[src/rtl/cla_sliced_add_sub_seq_pkg.sv]
// -----------------------------------------------------------------------------
// cla_sliced_add_sub_seq_pkg
// Shared definitions for the sliced CLA adder/subtractor:
//   - FSM state encoding (IDLE / RUN / DONE)
//   - operation select constants (OP_ADD / OP_SUB)
//   - slice-counter width helper (never narrower than 1 bit)
// -----------------------------------------------------------------------------
package cla_sliced_add_sub_seq_pkg;

    localparam logic [1:0] ST_IDLE = 2'd0;
    localparam logic [1:0] ST_RUN  = 2'd1;
    localparam logic [1:0] ST_DONE = 2'd2;

    typedef enum logic [1:0] {
        IDLE = ST_IDLE,
        RUN  = ST_RUN,
        DONE = ST_DONE
    } state_t;

    localparam logic OP_ADD = 1'b0;
    localparam logic OP_SUB = 1'b1;

    // Counter must be able to index every slice; a single slice still gets a 1-bit counter.
    function automatic int cnt_width(input int num_slices);
        return (num_slices > 1) ? $clog2(num_slices) : 1;
    endfunction

endpackage

[src/rtl/cla_sliced_add_sub_seq_adder.sv]
// -----------------------------------------------------------------------------
// carry_lookahead_unit_adder
// Combinational carry-lookahead adder of DATA_IN_W bits.
// Ports:
//   a_in, b_in  : addends
//   carry_in    : carry into bit 0
//   sum         : a_in + b_in + carry_in (low DATA_IN_W bits)
//   carry_out   : carry out of the top bit
//   group_g     : group generate (carry out independent of carry_in)
//   group_p     : group propagate (carry_in passes through all bits)
// -----------------------------------------------------------------------------
module carry_lookahead_unit_adder #(
    parameter int DATA_IN_W = 4
) (
    input  logic [DATA_IN_W-1:0] a_in,
    input  logic [DATA_IN_W-1:0] b_in,
    input  logic                 carry_in,
    output logic [DATA_IN_W-1:0] sum,
    output logic                 carry_out,
    output logic                 group_g,
    output logic                 group_p
);

    logic [DATA_IN_W-1:0] gen;
    logic [DATA_IN_W-1:0] prop;
    logic [DATA_IN_W:0]   carry;
    logic [DATA_IN_W:0]   gen_part;

    // Each carry is expanded as a flat sum of products of g/p terms, so no
    // carry depends on the previous one (true lookahead, not ripple).
    always_comb begin
        logic term;
        logic cin_path;
        gen      = a_in & b_in;
        prop     = a_in ^ b_in;
        carry    = '0;
        gen_part = '0;
        term     = 1'b0;
        cin_path = 1'b0;
        carry[0] = carry_in;
        for (int i = 0; i < DATA_IN_W; i++) begin
            for (int j = 0; j <= i; j++) begin
                term = gen[j];
                for (int k = j + 1; k <= i; k++) begin
                    term = term & prop[k];
                end
                gen_part[i+1] = gen_part[i+1] | term;
            end
            cin_path = carry_in;
            for (int j = 0; j <= i; j++) begin
                cin_path = cin_path & prop[j];
            end
            carry[i+1] = gen_part[i+1] | cin_path;
        end
        sum       = prop ^ carry[DATA_IN_W-1:0];
        carry_out = carry[DATA_IN_W];
        group_g   = gen_part[DATA_IN_W];
        group_p   = &prop;
    end

endmodule

[src/rtl/cla_sliced_add_sub_seq.sv]
// -----------------------------------------------------------------------------
// cla_sliced_add_sub_seq
// Multi-cycle signed adder/subtractor. One SLICE_W-bit CLA slice is evaluated
// per clock, least-significant slice first; the inter-slice carry lives in a
// register. Subtraction is A + ~B + 1 (carry register seeded with 1).
// Ports:
//   clk_i, rst_i              : clock, synchronous active-high reset
//   in_valid_i / in_ready_o   : operand handshake (accepted only in IDLE)
//   op_sub_i                  : 0 = A+B, 1 = A-B
//   inp_A_i, inp_B_i          : two's complement operands
//   out_valid_o / out_ready_i : result handshake (held in DONE)
//   result_o                  : A +/- B modulo 2^DATA_W
//   carry_o                   : final carry (subtract: 1 = no borrow)
//   overflow_o                : signed overflow
//   zero_o, negative_o        : result == 0, result sign bit
// -----------------------------------------------------------------------------
module cla_sliced_add_sub_seq
    import cla_sliced_add_sub_seq_pkg::*;
#(
    parameter int DATA_W  = 16,
    parameter int SLICE_W = 4
) (
    input  logic              clk_i,
    input  logic              rst_i,
    input  logic              in_valid_i,
    output logic              in_ready_o,
    input  logic              op_sub_i,
    input  logic [DATA_W-1:0] inp_A_i,
    input  logic [DATA_W-1:0] inp_B_i,
    output logic              out_valid_o,
    input  logic              out_ready_i,
    output logic [DATA_W-1:0] result_o,
    output logic              carry_o,
    output logic              overflow_o,
    output logic              zero_o,
    output logic              negative_o
);

    localparam int NUM_SLICES = DATA_W / SLICE_W;
    localparam int CNT_W      = cnt_width(NUM_SLICES);
    localparam logic [CNT_W-1:0] LAST_CNT = CNT_W'(NUM_SLICES - 1);

    generate
        if (DATA_W % SLICE_W != 0) begin : g_width_check
            $error("DATA_W must be an integer multiple of SLICE_W");
        end
    endgenerate

    // Signed overflow: operands (B already inverted for subtract) share a sign
    // and the result sign differs from it.
    function automatic logic ovf_flag(input logic a_msb, input logic b_msb, input logic s_msb);
        return (a_msb == b_msb) && (s_msb != a_msb);
    endfunction

    state_t            state_q;
    logic [CNT_W-1:0]  cnt_q;
    logic              carry_q;
    logic [DATA_W-1:0] a_q;
    logic [DATA_W-1:0] b_q;

    logic [SLICE_W-1:0] slice_a;
    logic [SLICE_W-1:0] slice_b;
    logic [SLICE_W-1:0] slice_sum;
    logic               slice_cout;
    logic [DATA_W-1:0]  res_next;

    // Group generate/propagate are not needed: the carry chains through carry_q.
    logic slice_g_unused;
    logic slice_p_unused;

    assign in_ready_o = (state_q == IDLE) && !rst_i;

    always_comb begin
        int base;
        base     = int'(cnt_q) * SLICE_W;
        slice_a  = a_q[base +: SLICE_W];
        slice_b  = b_q[base +: SLICE_W];
        res_next = result_o;
        res_next[base +: SLICE_W] = slice_sum;
    end

    carry_lookahead_unit_adder #(
        .DATA_IN_W (SLICE_W)
    ) u_slice_adder (
        .a_in      (slice_a),
        .b_in      (slice_b),
        .carry_in  (carry_q),
        .sum       (slice_sum),
        .carry_out (slice_cout),
        .group_g   (slice_g_unused),
        .group_p   (slice_p_unused)
    );

    always_ff @(posedge clk_i) begin
        if (rst_i) begin
            state_q     <= IDLE;
            cnt_q       <= '0;
            carry_q     <= 1'b0;
            a_q         <= '0;
            b_q         <= '0;
            out_valid_o <= 1'b0;
            result_o    <= '0;
            carry_o     <= 1'b0;
            overflow_o  <= 1'b0;
            zero_o      <= 1'b0;
            negative_o  <= 1'b0;
        end else begin
            case (state_q)
                IDLE: begin
                    if (in_valid_i) begin
                        a_q     <= inp_A_i;
                        b_q     <= (op_sub_i == OP_ADD) ? inp_B_i : ~inp_B_i;
                        carry_q <= (op_sub_i == OP_SUB);
                        cnt_q   <= '0;
                        state_q <= RUN;
                    end
                end
                RUN: begin
                    result_o <= res_next;
                    carry_q  <= slice_cout;
                    cnt_q    <= cnt_q + 1'b1;
                    if (cnt_q == LAST_CNT) begin
                        state_q     <= DONE;
                        out_valid_o <= 1'b1;
                        carry_o     <= slice_cout;
                        overflow_o  <= ovf_flag(a_q[DATA_W-1], b_q[DATA_W-1], slice_sum[SLICE_W-1]);
                        zero_o      <= (res_next == '0);
                        negative_o  <= res_next[DATA_W-1];
                    end
                end
                DONE: begin
                    if (out_ready_i) begin
                        out_valid_o <= 1'b0;
                        cnt_q       <= '0;
                        state_q     <= IDLE;
                    end
                end
                default: state_q <= IDLE;
            endcase
        end
    end

endmodule

[config.mk]
export PLATFORM = sky130hd
export DESIGN_NAME = cla_sliced_add_sub_seq
export DESIGN_NICKNAME = d
export VERILOG_FILES = /design/src/rtl/cla_sliced_add_sub_seq_pkg.sv /design/src/rtl/cla_sliced_add_sub_seq_adder.sv /design/src/rtl/cla_sliced_add_sub_seq.sv
export SDC_FILE = /design/constraint.sdc
export NUM_CORES = 1
export LEC_CHECK = 0
export ABC_AREA = 1
export CORE_MARGIN = 4
export CORE_UTILIZATION = 46
export DETAILED_ROUTE_END_ITERATION = 8
export PLACE_DENSITY = 0.72
export REMOVE_ABC_BUFFERS = 1
export SYNTH_ARGS = -nofsm -noshare
export SYNTH_HDL_FRONTEND = slang
export SYNTH_SLANG_ARGS = --single-unit
export TNS_END_PERCENT = 50
[constraint.sdc]
create_clock -name clk_i -period 2.8 [get_ports clk_i]
set_input_delay 0.42 -clock clk_i [delete_from_list [all_inputs] [get_ports clk_i]]
set_output_delay 0.42 -clock clk_i [all_outputs]
set_load 0.01 [all_outputs]
After elaboration in Yosys (flattened, before gate mapping):

Index checks and enable logic that the tools add are counted.

* $add $sub $neg: 2
* $mul: 0
* divide/modulo/power cells: 0
* $lt $le $gt $ge: 0
* equality and inequality tests: 8
* shifts and indexed selects: 4
* muxes and demuxes: 13
* bitwise logic cells: 24
* reductions and logical operators: 14

Operators with widths (number)
* negator 4 -> 33 bit: 1
* variable shift 4 x 33 -> 16 bit (first input constant): 1
* indexed part select 4 x 33 -> 16 bit: 1
* indexed part select 16 x 5 -> 4 bit: 2
* bitwise mux 16 bit: 1
* logical NOT 16 bit: 1
* 2-to-1 mux 16 bit: 1
* inverter 16 bit: 1
* one-hot mux 2 bit (3 select lines): 2
* AND 1 bit: 10
* OR 1 bit: 10
* AND reduction 3 bit: 3
* 2-to-1 mux 2 bit: 4
* XOR 4 bit: 2
* != test 2 bit (second input constant): 3
* AND reduction 2 bit: 3
* AND 4 bit: 1
* equality test 2 bit (second input constant): 2
* one-hot mux 1 bit (2 select lines): 2
* nonzero test 2 bit: 2
* 2-to-1 mux 1 bit: 3
* nonzero test 3 bit: 1
* adder 2 x 1 -> 2 bit (second input constant): 1
* equality test 2 x 1 -> 1 bit (second input constant): 1
* 5 further kinds: 6

* bits in registers: 58
* latch bits: 0
* bits in writable memories: 0
* memory bits (read-only): 0
* input bits: 37
* output and inout port bits: 22
* logic and storage cells: 76
* memories: 0

Logic depth before layout (Yosys ltp):

Gate-level depths: netlist of the first run.

* depth in word-level cells: 11
* gate-level depth with buffers: 18

Cells and area by module:

Synthesis of the first run repeated with hierarchy kept, for this count alone.

* cell total of the unflattened synthesis: 459
* area total of the unflattened synthesis: 3209.3 um2

Modules (own cells, without submodules)
* cla_sliced_add_sub_seq: instances 1, cells each 427, area an instance 2997.9 um2
* carry_lookahead_unit_adder: instances 1, cells each 32, area an instance 211.5 um2

Least setup slack after synthesis of the first run:

Ideal clock, no wire load.

* path type: flip-flop to flip-flop
* from: register cnt_q[0]
* to: register zero_o
* arrival: 2400 ps
* setup slack: 268 ps
* cell stages (with the launch flop): 18
* clock period less this slack: 2532 ps
* cell sequence: dfxtp_1 inv_2 clkbuf_1 buf_2 nor2_1 o22ai_1 ha_1 ha_1 nand3_1 nand4_1 nand2_1 nand2_1 nor2_1 nand3_1 nand2_1 nor2_1 nand3_1 a21oi_1

* cells in the longest elaborated chain, start to end: 11
* elaborated cells between the ends (all ways): 24
* those cells by class: add/sub: 1; eq/ne: 1; shift: 4; mux: 1; bitwise: 15; reduce/logical: 2

RTL lines
* from (decl): line cla_sliced_add_sub_seq.sv:56 `logic [CNT_W-1:0] cnt_q;`
* from (signal assigned): line cla_sliced_add_sub_seq.sv:121 `cnt_q <= cnt_q + 1'b1;`
* indexed part select 16 x 5 -> 4 bit, on equally long branches: line cla_sliced_add_sub_seq.sv:76, cla_sliced_add_sub_seq.sv:77
* AND 4 bit or XOR 4 bit (tied branches): line cla_sliced_add_sub_seq_adder.sv:34, cla_sliced_add_sub_seq_adder.sv:35
* AND 1 bit (2 in a row): line cla_sliced_add_sub_seq_adder.sv:45 `term = term & prop[k];`
* OR 1 bit (2 in a row): line cla_sliced_add_sub_seq_adder.sv:47 `gen_part[i+1] = gen_part[i+1] | term;`
* OR 1 bit: line cla_sliced_add_sub_seq_adder.sv:53 `carry[i+1] = gen_part[i+1] | cin_path;`
* XOR 4 bit: line cla_sliced_add_sub_seq_adder.sv:55 `sum = prop ^ carry[DATA_IN_W-1:0];`
* indexed part select 4 x 33 -> 16 bit: line cla_sliced_add_sub_seq.sv:79 `res_next[base +: SLICE_W] = slice_sum;`
* bitwise mux 16 bit: line cla_sliced_add_sub_seq.sv:79
* logical NOT 16 bit: line cla_sliced_add_sub_seq.sv:127 `zero_o <= (res_next == '0);`
* to (signal assigned): line cla_sliced_add_sub_seq.sv:127
* to (decl): line cla_sliced_add_sub_seq.sv:35 `output logic zero_o,`

Parallel ways exist; a longest one is shown, timed or not.
A chain may end at the register's enable or synchronous reset.

Worst setup path in the final report of the first run:

Ends and elaborated chain as after synthesis.

==> flow_summary.yaml, run 1 <==
route:
  dr.pass1.iters: 4
  routed_via_density: 5.02
  drc: 0
  vias: 2850
  drt-total-wl_mm: 7.11
  ant_nets: 0
  wire_per_inst_um: 12.5
  drt-initial-drc-count: 107
clock_tree:
  clk_pin_slew_ns: 0.07
  cts_root_buf: "clkbuf_8"
  cts_hold_buffers: 0
  cts.sinks: 58
  clk_latency_ns: 0.34
  cts_setup_buffers: 0
  cts_buffers: 9
  cts_tree: "built"
  cts_max_level: 3
  clockBufferDepth: 2
global_route:
  grt_pass1_wl_mm: 12.1
  gr-total-overflow: 0
  grtUsageTotal_pct: 19.5
  grt_pass1_vias: 2656
  antenna_found_initial: 0
  grt_start_max_net_pins: 51
place:
  dp_hpwl_mm: 5.22
  numPortBuffers: 58
  gp_congestion: 0.896
  place_area_um2: 3680
  place_inst: 552
sta:
  final-setup-viol-count: 0
  fin_skew_ns: 0.00841
  fin_crit_ns: 2.50
  fmax_ghz: 0.400
  period_share_pct: 89.2
  hold_violations: 0
  tightest_slew_ns: 0.668
  fin_setup_tns_ns: 0
  rsz0062_at_grt: "false"
  drv_slew: 0
  relSlewSlack_pct: 55.4
setup_path:
  crit_fanout: 9
  worstPathArrival_ns: 2.71
  critPathSlowestCell: "dfxtp_1"
  cpPeakStageDelay_ns: 0.42
  worstSetupStartpointType: "flip-flop"
  worst-path-buf-inv: 1
  critPathCaptureType: "flip-flop"
  required_ns: 3.01
  critPathKind: "flip-flop to flip-flop"
  crit_path_cell_trace: "buf_4 -> o21ai_0 -> o22ai_2 -> ha_1 -> ha_1 -> nand3_1 -> nand4_1 -> nand2_1 -> nand2_1 -> nor2_1 -> nand3_1 -> nand2_1 -> nor2_1 -> nand3_1 -> a21oi_1"
  crit_family: "simple AND/OR/NAND/NOR gates"
status:
  status: "completed"
finish:
  synthToLayoutAreaGrowth_pct: 28.2
  finalNetCount: 535
  fillerInstances: 623
  antenna_cells: 0
  final_area_um2: 3890
  drive_gt1_share_pct: 7.33
  layoutNonFillerInstCount: 568
synthesis:
  netlist_instances: 431
  synth_flop_cell: "dfxtp_1"
  synth_edf_count: 0
  ys_seq_area_share_pct: 38.2
  yosysWarnings: 0
  ys_types: 31
  netlist_area_um2: 3040
  ys_ff_latch: 58
  postSynth.asyncResetShare_pct: 0
  syn_area_per_cell_um2: 7.05
pwr:
  vdd_drop_max_v: 0.000395
  power.density_nw_per_um2: 584
  power_leakage_nw: 1.72
die:
  dieHeight_um: 89.3
  initial_utilization_pct: 47.6
  boundaryPins: 59
  die_w_um: 89.3
  rows: 29
  die-area_um2: 7970
  core-area_um2: 6390
hold_path:
  min_path_type: "flip-flop to flip-flop"
flow_run:
  maxCapViolCount: 0
-- stage by stage --
stage / setup slack [ns] / total power, mW / util, % / hold slack (ns)
after detailed placement: 0.124 / 1.50 / 57.6 / 0.463
final: 0.303 / 2.27 / 61.0 / 0.468
after floorplan: 0.151 / 1.29 / - / 0.449
after global placement: 0.282 / 1.49 / 57.6 / 0.451
after global routing: 0.0240 / 2.41 / 61.0 / 0.500
after CTS: 0.112 / 2.28 / 60.7 / 0.474
-- Yosys cell counts, drive strengths merged, types with 2 or more instances --
cell type  instances  area (µm²)
nor2             102         390
nand4              6        37.5
buf               12        60.1
o21ai             47         235
ha                11         138
o211ai             6        45.0
o22ai              8        50.1
a21oi             13        68.8
nand3             17        90.1
inv               48         180
nand2             50         195
nor3               2        10.0
a211oi            17         128
xnor2             16         140
clkbuf            10        37.5
dfxtp             58        1160
-- cell type report --
type / instances / area (µm²) / area share [%]
timing repair buffer: 66 / 641 / 16.5
clock buffer: 9 / 124 / 3.18
inverter: 48 / 180 / 4.63
clock inverter: 7 / 78.8 / 2.03
tap: 77 / 96.3 / 2.48
sequential: 58 / 1160 / 29.9
multi-input combinational: 303 / 1610 / 41.4
-- cell families (layout without fill, tap and decap cells) --
| group | after synthesis | in the layout | synth area share [%] |
|---|---|---|---|
| adder cells (fa/ha/maj) | 12 | 12 | 5.19 |
| AO/OA/AOI/OAI | 95 | 95 | 18.3 |
| XOR/XNOR | 16 | 16 | 4.61 |
| flip-flops | 58 | 58 | 38.2 |
| AND/OR/NAND/NOR | 180 | 180 | 24.5 |
| buffers and inverters | 70 | 130 | 9.15 |
-- metal layers --
metal  up-vias  wire [µm]  global-route usage, %  part of all wire [%]
li1       1515          -                      -                     -
met1      1253       3320                   24.6                    47
met2        67       3290                   32.3                    46
met3        15        383                   5.16                   5.4
met4         0        114                   6.63                   1.6
met5         -          0                      0                     0
-- worst paths after layout --
path,startpoint,depth (start not counted),to,slack [ns]
hold / removal,out_valid_o,2,out_valid_o,0.47
setup reg to reg,cnt_q[0],15,zero_o,0.30
hold reg to reg,out_valid_o,2,out_valid_o,0.47
setup / recovery,cnt_q[0],15,zero_o,0.30
-- layout by cell type, fill, tap and decap left out, drive strengths merged, types with 8 or more instances in the layout --
cell type	instances
xnor2	16
a211oi	17
clkdlybuf4s50	58
dfxtp	58
nand2	50
nand3	17
ha	11
o22ai	8
nor2	102
clkbuf	9
buf	8
o21ai	47
inv	49
a21oi	13
-- power by group --
part | switching, mW | internal (mW) | total (mW)
combinational | 0.305 | 0.244 | 0.550
clock | 0.368 | 0.416 | 0.784
sequential | 0.0475 | 0.892 | 0.939
total | 0.720 | 1.55 | 2.27
-- state kept, by name, indices dropped and copies added, names as in the netlist, 2 cells and up --
signal / cells
result_o: 16
b_q: 16
a_q: 16
cnt_q: 2
state_q: 2
-- worst min-delay path: stages (launching register included) --
cell and delay (ns):
dfxtp_1 0.31, nand2_1 0.06, a21oi_1 0.05
-- what timing repair did --
item                       in CTS  in global routing
resized for setup               0                  4
hold endpoints to repair        0                  0
setup endpoints to repair       0                  8
Power figures use the tool's default switching activity.
==> run 2: changes to the inputs <==
Settings changed: CTS_CLUSTER_SIZE from default to 40, PLACE_DENSITY 0.72 to 0.74.
==> run 2 against run 1 <==
Effect of this change: count of clock-buffer cells in the layout up 2; design area up 0.51%; flip-flop and latch count did not move; clock skew grew 0.00099 ns; first-iteration DRC count increased by 4.7%; critical endpoint unchanged; largest power group unchanged.
==> flow_summary.yaml, run 2 (same netlist as run 1, synthesis figures left out) <==
route:
  drt-total-wl_mm: 7.17
  drc: 0
  drt-initial-drc-count: 112
  vias: 2892
  ant_nets: 0
  dr.pass1.iters: 4
  wire_per_inst_um: 12.6
  routed_via_density: 5.09
setup_path:
  critPathCaptureType: "flip-flop"
  crit_family: "simple AND/OR/NAND/NOR gates"
  crit_fanout: 15
  worstPathArrival_ns: 2.70
  critPathLaunch: "cnt_q[0]"
  required_ns: 3.01
  critPathKind: "flip-flop to flip-flop"
  rr_startpoint: "cnt_q[0]"
  critPathSlowestCell: "dfxtp_1"
  cpPeakStageDelay_ns: 0.43
  crit_path_cell_trace: "buf_4 -> o21ai_0 -> o22ai_2 -> ha_1 -> ha_1 -> nand3_1 -> nand4_1 -> nand2_1 -> nand2_1 -> nor2_2 -> nand3_1 -> nand2_1 -> nor2_1 -> nand3_1 -> a21oi_1"
  worstSetupStartpointType: "flip-flop"
  worst-path-buf-inv: 1
die:
  die-area_um2: 7970
  die_w_um: 89.3
  dieHeight_um: 89.3
  initial_utilization_pct: 47.6
  core-area_um2: 6390
  boundaryPins: 59
  rows: 29
sta:
  relSlewSlack_pct: 54.3
  fmax_ghz: 0.401
  fin_setup_tns_ns: 0
  rsz0062_at_grt: "false"
  period_share_pct: 89.1
  final-setup-viol-count: 0
  hold_violations: 0
  fin_skew_ns: 0.00940
  fin_crit_ns: 2.49
  tightest_slew_ns: 0.684
  drv_slew: 0
global_route:
  gr-total-overflow: 0
  grt_pass1_vias: 2689
  grtUsageTotal_pct: 19.4
  antenna_found_initial: 0
  gr-max-usage-layer: "met2"
  globalRouteMet2Util_pct: 33.0
  grt_pass1_wl_mm: 12.1
  gr-usage-met3_pct: 5.81
  grt_start_max_net_pins: 51
  grt_util_met1_pct: 23.7
clock_tree:
  clk_latency_ns: 0.34
  clk_pin_slew_ns: 0.06
  cts.sinks: 58
  cts_setup_buffers: 0
  cts_tree: "built"
  cts_buffers: 9
  clockBufferDepth: 2
  ctsResizeCount: 0
  cts_hold_buffers: 0
  cts_root_buf: "clkbuf_8"
  cts_max_level: 3
finish:
  reg_top3: "a_q (16), b_q (16), result_o (16)"
  antenna_cells: 0
  final_cell_mix: "nor2_1, dfxtp_1, clkdlybuf4s50_1"
  multi_input_area_um2: 1610
  ff_latch_area_um2: 1160
  final_area_um2: 3910
  drive_gt1_share_pct: 7.13
  finalNetCount: 535
  layoutNonFillerInstCount: 568
  final_common_cell: "nor2_1"
  fillerInstances: 617
  synthToLayoutAreaGrowth_pct: 28.8
place:
  place_area_um2: 3680
  numPortBuffers: 58
  gp_congestion: 0.914
  dp_hpwl_mm: 5.09
  place_inst: 552
pwr:
  power.density_nw_per_um2: 600
  vdd_drop_max_v: 0.000323
  power_leakage_nw: 1.74
hold_path:
  holdCritStartpoint: "out_valid_o"
  min_path_type: "flip-flop to flip-flop"
flow_run:
  maxCapViolCount: 0
status:
  status: "completed"
[run 2: per-layer routing]
| metal | vias to the layer above | wire, µm |
|---|---|---|
| met3 | 10 | 303 |
| li1 | 1515 | - |
| met5 | - | 0 |
| met1 | 1302 | 3370 |
| met2 | 65 | 3390 |
| met4 | 0 | 99 |
[run 2: path summary, 6_finish.rpt]
path | to | slack (ns) | depth (start not counted)
max | zero_o | 0.31 | 15
min | out_valid_o | 0.47 | 2
max reg2reg | zero_o | 0.31 | 15
min reg2reg | out_valid_o | 0.47 | 2
[run 2: cell type report]
cell class                      instances  area share [%]
Tap cell                               77            2.46
Multi-Input combinational cell        303            41.2
Clock buffer                           11            3.61
Inverter                               48            4.67
Clock inverter                          5            1.98
Sequential cell                        58            29.7
Timing Repair Buffer                   66            16.4
[run 2: report_power, final]
part	internal (mW)	switching [mW]
combinational	0.244	0.306
sequential	0.892	0.0478
clock	0.522	0.335
total	1.66	0.689
[run 2: worst register-to-register path, cell delays in order, from the launching register on]
cell	delay, ns
dfxtp_1	0.43
buf_4	0.23
o21ai_0	0.13
o22ai_2	0.21
ha_1	0.26
ha_1	0.20
nand3_1	0.08
nand4_1	0.12
nand2_1	0.13
nand2_1	0.09
nor2_2	0.13
nand3_1	0.10
nand2_1	0.10
nor2_1	0.05
nand3_1	0.06
a21oi_1	0.06
[run 2: stage by stage]
step | utilization [%] | setup slack (ns) | power [mW] | hold WS (ns)
final | 61.3 | 0.306 | 2.35 | 0.474
after global routing | 61.3 | 0.0509 | 2.48 | 0.503
after CTS | 61.0 | 0.228 | 2.35 | 0.472
after detailed placement | 57.6 | 0.241 | 1.50 | 0.461
after global placement | 57.6 | 0.397 | 1.49 | 0.452
after floorplan | - | 0.151 | 1.29 | 0.449
==> RTL change 1, RTL diff (flow settings as in run 2) <==
Change the parameter `SLICE_W` from 4 to 2.
--- a/src/rtl/cla_sliced_add_sub_seq.sv
+++ b/src/rtl/cla_sliced_add_sub_seq.sv
@@ -19,5 +19,5 @@
 #(
     parameter int DATA_W  = 16,
-    parameter int SLICE_W = 4
+    parameter int SLICE_W = 2
 ) (
     input  logic              clk_i,
Check against the original RTL: not equivalent (Yosys sat finds a counterexample within 4 cycles, from zero or initial values and one cycle with rst_i high).
==> RTL change 1 against run 2 <==
  * Design area increased by 5.9%
  * Via count increased by 7.2%
  * Synthesized area increased by 5.6%
  * Die area increased by 5.1%
  * Power increased by 0.77%
  * Routed wire length increased by 7.5%
  * Worst setup slack got worse by 0.11 ns
  * Sequential cell count increased by 1
==> RTL change 1: results (changes against run 2) <==
outcome: "finished clean"  # unchanged
path_max_fanout: 8  # was 15
skew_ns: 0.00647  # was 0.00940 ns
maxUsedRoutingLayer: "met4"  # unchanged
dr_wl_met3_um: 374  # was 303 µm
postPlaceCellArea_um2: 3860  # was 3680 µm²
hold_class: "reg -> reg"  # unchanged
path_delay_family: "simple AND/OR/NAND/NOR gates"  # unchanged
synth_ff_type: "dfxtp_1"  # unchanged
p_leak_nw: 1.84  # was 1.74 nW
place.detailed.hpwl_um: 5680  # was 5090 µm
yosysSeqAreaShare_pct: 36.8  # was 38.2%
gp_congestion: 0.939  # was 0.914
numCtsBuffers: 9  # unchanged
nets: 569  # was 535
cp_data_required_time_ns: 3.08  # was 3.01 ns
critPathMaxStageDelay_ns: 0.36  # was 0.43 ns
synth-compound-area-share_pct: 19.2  # was 18.3%
vias: 3099  # was 2892
clk_latency_ns: 0.34  # about the same
largestRegisters: "a_q: 16 flops, b_q: 16 flops, result_o: 16 flops"  # unchanged
track_usage_pct: 19.1  # was 19.4%
synth-xor-area-share_pct: 4.37  # was 4.61%
synth_common_cells: "nor2_1 (92), nand2_1 (70), dfxtp_1 (59)"  # was nor2_1 (101), dfxtp_1 (58), nand2_1 (47), o21ai_0 (47), inv_1 (46)
wl_met2_um: 3770  # was 3390 µm
clock_tree.root_cell: "clkbuf_8"  # unchanged
ctsHtreeMaxLevel: 3  # unchanged
use_met2_pct: 32.8  # was 33.0%
place_ws_ns: 0.182  # was 0.241 ns
drive_gt1_share_pct: 10.3  # was 7.13%
grtUsageMet1_pct: 22.3  # was 23.7%
met3_usage_pct: 5.47  # was 5.81%
grt_max_degree: 38  # was 51
diodes: 0  # unchanged
muxShareOfSynthArea_pct: 0  # unchanged
grt_pass1_wl_um: 13000  # was 12100 µm
drt_iter0_drc: 126  # was 112
first_global_vias: 2900  # was 2689
grt_antenna_before_repair: 0  # unchanged
ys_types: 36  # was 31
wl_met1_um: 3450  # was 3370 µm
clk_pin_slew_worst_paths_ns: 0.07
grt_overflow: 0  # unchanged
post_synth_fa_ha_maj_area_fraction_pct: 4.53  # was 5.19%
netlist_top_cells_area: "dfxtp_1 (37%), nor2_1 (11%), o21ai_0 (8.9%)"  # was dfxtp_1 (38%), nor2_1 (12%), o21ai_0 (7.7%)
critPathSlowestCell: "dfxtp_2"  # was dfxtp_1
yosys_warnings: 0  # unchanged
synthArstFlopShare_pct: 0  # unchanged
tightest_slew_ns: 0.844  # was 0.684 ns
port_buffers: 58  # unchanged
routedWlPerCell_um: 12.4  # was 12.6 µm
first_pass_iters: 4  # unchanged
ir_drop_mv: 0.265  # was 0.323 mV
clock_path_buffers: 2  # unchanged
## RTL change 1: cell count changes in the layout (fill, tap and decap cells not counted), sizes merged, moves of 6 or more
cell,change
a211oi,-10
a21oi,+18
nand2,+24
o21ai,+13
o22ai,-6
xnor2,-9
xor2,+9
## RTL change 1: tightest hold or removal path, stage by stage, from the launching register on
cell	delay, ns
dfxtp_1	0.30
inv_1	0.06
a21oi_1	0.06
## RTL change 1: layout make-up
type                    instances  area, µm²
clock buffers                  12        155
clock inverters                 4       72.6
fillers                       646       2650
inverters                      50        196
multi-input cells             331       1740
flip-flops and latches         59       1180
well taps                      96        120
repair buffers                 70        674
## RTL change 1: report_power, final
part	total (mW)	switching [mW]	internal, mW
sequential	0.947	0.0408	0.906
clock	0.886	0.337	0.548
combinational	0.534	0.301	0.233
total	2.37	0.679	1.69
## RTL change 1: logic make-up (layout without fill, tap and decap cells)
group	after synthesis	after routing
DFF	59	59
AOI/OAI and AO/OA	112	112
adders and majority gates	11	11
buffers and inverters	74	136
and+or+nand+nor	192	192
xor gates and xnor gates	16	16
## RTL change 1: repair_timing
action	in CTS	in global routing
setup buffers	0	3
resized for setup	0	8
setup endpoints to repair	0	1
## RTL change 1: path summary, 6_finish.rpt
check | slack [ns] | start | to | cells after the start
min | 0.46 | b_q[5] | b_q[5] | 2
max reg2reg | 0.20 | cnt_q[0] | zero_o | 17
min reg2reg | 0.46 | b_q[5] | b_q[5] | 2
max | 0.20 | cnt_q[0] | zero_o | 17
## RTL change 1: through the flow
stage                     hold slack, ns  cells  util [%]  power [mW]
after floorplan                    0.427    440         -        1.28
after global placement             0.447    603      56.9        1.47
after detailed placement           0.447    603      56.9        1.48
after CTS                          0.457    619      60.2        2.37
after global routing               0.483    622      61.0        2.49
final                              0.458    622      61.0        2.37
==> RTL change 2, RTL diff (flow settings as in run 2) <==
Without the edit above. Put one more register stage on the output `overflow_o`, with the module's reset. The value now appears one clock later. The other outputs are not delayed to match.
--- a/src/rtl/cla_sliced_add_sub_seq.sv
+++ b/src/rtl/cla_sliced_add_sub_seq.sv
@@ -40,4 +40,6 @@
     localparam int CNT_W      = cnt_width(NUM_SLICES);
     localparam logic [CNT_W-1:0] LAST_CNT = CNT_W'(NUM_SLICES - 1);
+
+    logic overflow_s0;
 
     generate
@@ -102,5 +104,5 @@
             result_o    <= '0;
             carry_o     <= 1'b0;
-            overflow_o  <= 1'b0;
+            overflow_s0 <= 1'b0;
             zero_o      <= 1'b0;
             negative_o  <= 1'b0;
@@ -124,5 +126,5 @@
                         out_valid_o <= 1'b1;
                         carry_o     <= slice_cout;
-                        overflow_o  <= ovf_flag(a_q[DATA_W-1], b_q[DATA_W-1], slice_sum[SLICE_W-1]);
+                        overflow_s0 <= ovf_flag(a_q[DATA_W-1], b_q[DATA_W-1], slice_sum[SLICE_W-1]);
                         zero_o      <= (res_next == '0);
                         negative_o  <= res_next[DATA_W-1];
@@ -141,4 +143,12 @@
     end
 
+    always_ff @(posedge clk_i) begin
+        if (rst_i) begin
+            overflow_o <= '0;
+        end else begin
+            overflow_o <= overflow_s0;
+        end
+    end
+
 endmodule
 
Formal check against the unedited RTL: not equivalent (Yosys sat finds a counterexample within 10 cycles, from zero or initial values and one cycle with rst_i high).
==> RTL change 2 against run 2 <==
  * Worst setup slack lost 0.040 ns
  * Design area up 2.2%
  * Routed wire length increased by 4.9%
  * Sequential cell count rose by 1
  * Critical path depth did not move
  * Synthesized area up 1.7%
  * Utilization increased by 1.0 points
  * Power is 6.5% higher
  * Largest cell class unchanged
  * Highest routed layer unchanged
==> RTL change 2: results (changes against run 2) <==
ir_drop_mv: 0.317  # was 0.323 mV
synth_common_cells: "nor2_1 (104), dfxtp_1 (59), o21ai_0 (48)"  # was nor2_1 (101), dfxtp_1 (58), nand2_1 (47), o21ai_0 (47), inv_1 (46)
critPathMaxStageDelay_ns: 0.35  # was 0.43 ns
path_max_fanout: 17  # was 15
p_leak_nw: 1.77  # was 1.74 nW
clock_buffers: 10  # was 11
fillers: 596  # was 617
drt-total-wl_um: 7520  # was 7170 µm
inv_count: 49  # was 48
first_global_vias: 2734  # was 2689
dr_wl_met3_um: 435  # was 303 µm
clk_share_pct: 6.22  # was 5.60%
nets: 542  # was 535
place.detailed.hpwl_um: 5720  # was 5090 µm
viasPerCell: 5.07  # was 5.09
grtUsageMet1_pct: 22.9  # was 23.7%
use_met2_pct: 32.4  # was 33.0%
hold_class: "reg -> reg"  # unchanged
buf_share_pct: 16.4  # about the same
outcome: "finished clean"  # unchanged
nMultiInputCombCells: 306  # was 303
track_usage_pct: 19.0  # was 19.4%
wl_met2_um: 3520  # was 3390 µm
grt_pass1_wl_um: 12600  # was 12100 µm
ys_types: 33  # was 31
drive_gt1_share_pct: 9.44  # was 7.13%
gp_congestion: 0.923  # was 0.914
critPathSlowestCell: "dfxtp_2"  # was dfxtp_1
max_slew_margin_pct: 56.1  # was 54.3%
period_share_pct: 90.5  # was 89.1%
grt_max_degree: 39  # was 51
yosysSeqAreaShare_pct: 38.2  # about the same
n_all_buffers: 68  # was 66
ys_seq_elements: 59  # was 58
place_ws_ns: 0.221  # was 0.241 ns
multi_input_area_share_pct: 40.8  # was 41.2%
timing.hold.ws_ns: 0.436  # was 0.474 ns
drt_iter0_drc: 98  # was 112
met3_usage_pct: 4.42  # was 5.81%
netlist_top_cells_area: "dfxtp_1 (38%), nor2_1 (13%), o21ai_0 (7.8%)"  # was dfxtp_1 (38%), nor2_1 (12%), o21ai_0 (7.7%)
wl_met1_um: 3410  # was 3370 µm
skew_ns: 0.00603  # was 0.00940 ns
==> RTL change 2: cell types whose count changed after synthesis, moves of 3 or more <==
cell / before / now
a21oi_1: 12 / 9
nor2_2: 0 / 3
inv_1: 46 / 43
nor2_1: 101 / 104
inv_2: 2 / 6
nand4_1: 6 / 3
==> RTL change 2: through the flow <==
stage                     power (mW)  cell area, µm²  std cells  utilization [%]
after CTS                       2.52            4000        575             62.3
final                           2.50            4000        575             62.3
after detailed placement        1.55            3750        559             58.4
after floorplan                 1.33            3000        414                -
after global routing            2.63            4000        575             62.3
after global placement          1.54            3750        559             58.4
==> RTL change 2: path summary, 6_finish.rpt <==
| check | depth (start not counted) | to |
|---|---|---|
| setup reg to reg | 15 | zero_o |
| hold reg to reg | 2 | overflow_o |
| hold / removal | 2 | overflow_o |
| setup / recovery | 15 | zero_o |
==> RTL change 2: cells by family (layout without fill, tap and decap cells) <==
logic type | after synthesis | in the layout | share of synthesized area, %
buf+inv | 71 | 133 | 8.91
xor+xnor | 16 | 16 | 4.54
compound gates | 98 | 98 | 18.9
fa+ha+maj | 12 | 12 | 5.10
simple gates | 180 | 180 | 24.3
flops | 59 | 59 | 38.2
==> RTL change 2: worst reg2reg max path, stage by stage (launching register included) <==
cell and delay, ns:
dfxtp_2 0.35, inv_2 0.22, o21ai_0 0.14, o22ai_1 0.23, ha_1 0.29, ha_1 0.20
nand2_1 0.10, nand3_2 0.07, nand2_2 0.10, nand3_2 0.08, nor2_2 0.16, nand2_1 0.07
o21ai_0 0.12, nor2_1 0.10, nand3_1 0.12, a21oi_2 0.06
==> RTL change 2: report_power, final <==
group	switching [mW]	internal (mW)
sequential	0.0461	0.907
clock	0.351	0.616
combinational	0.324	0.256
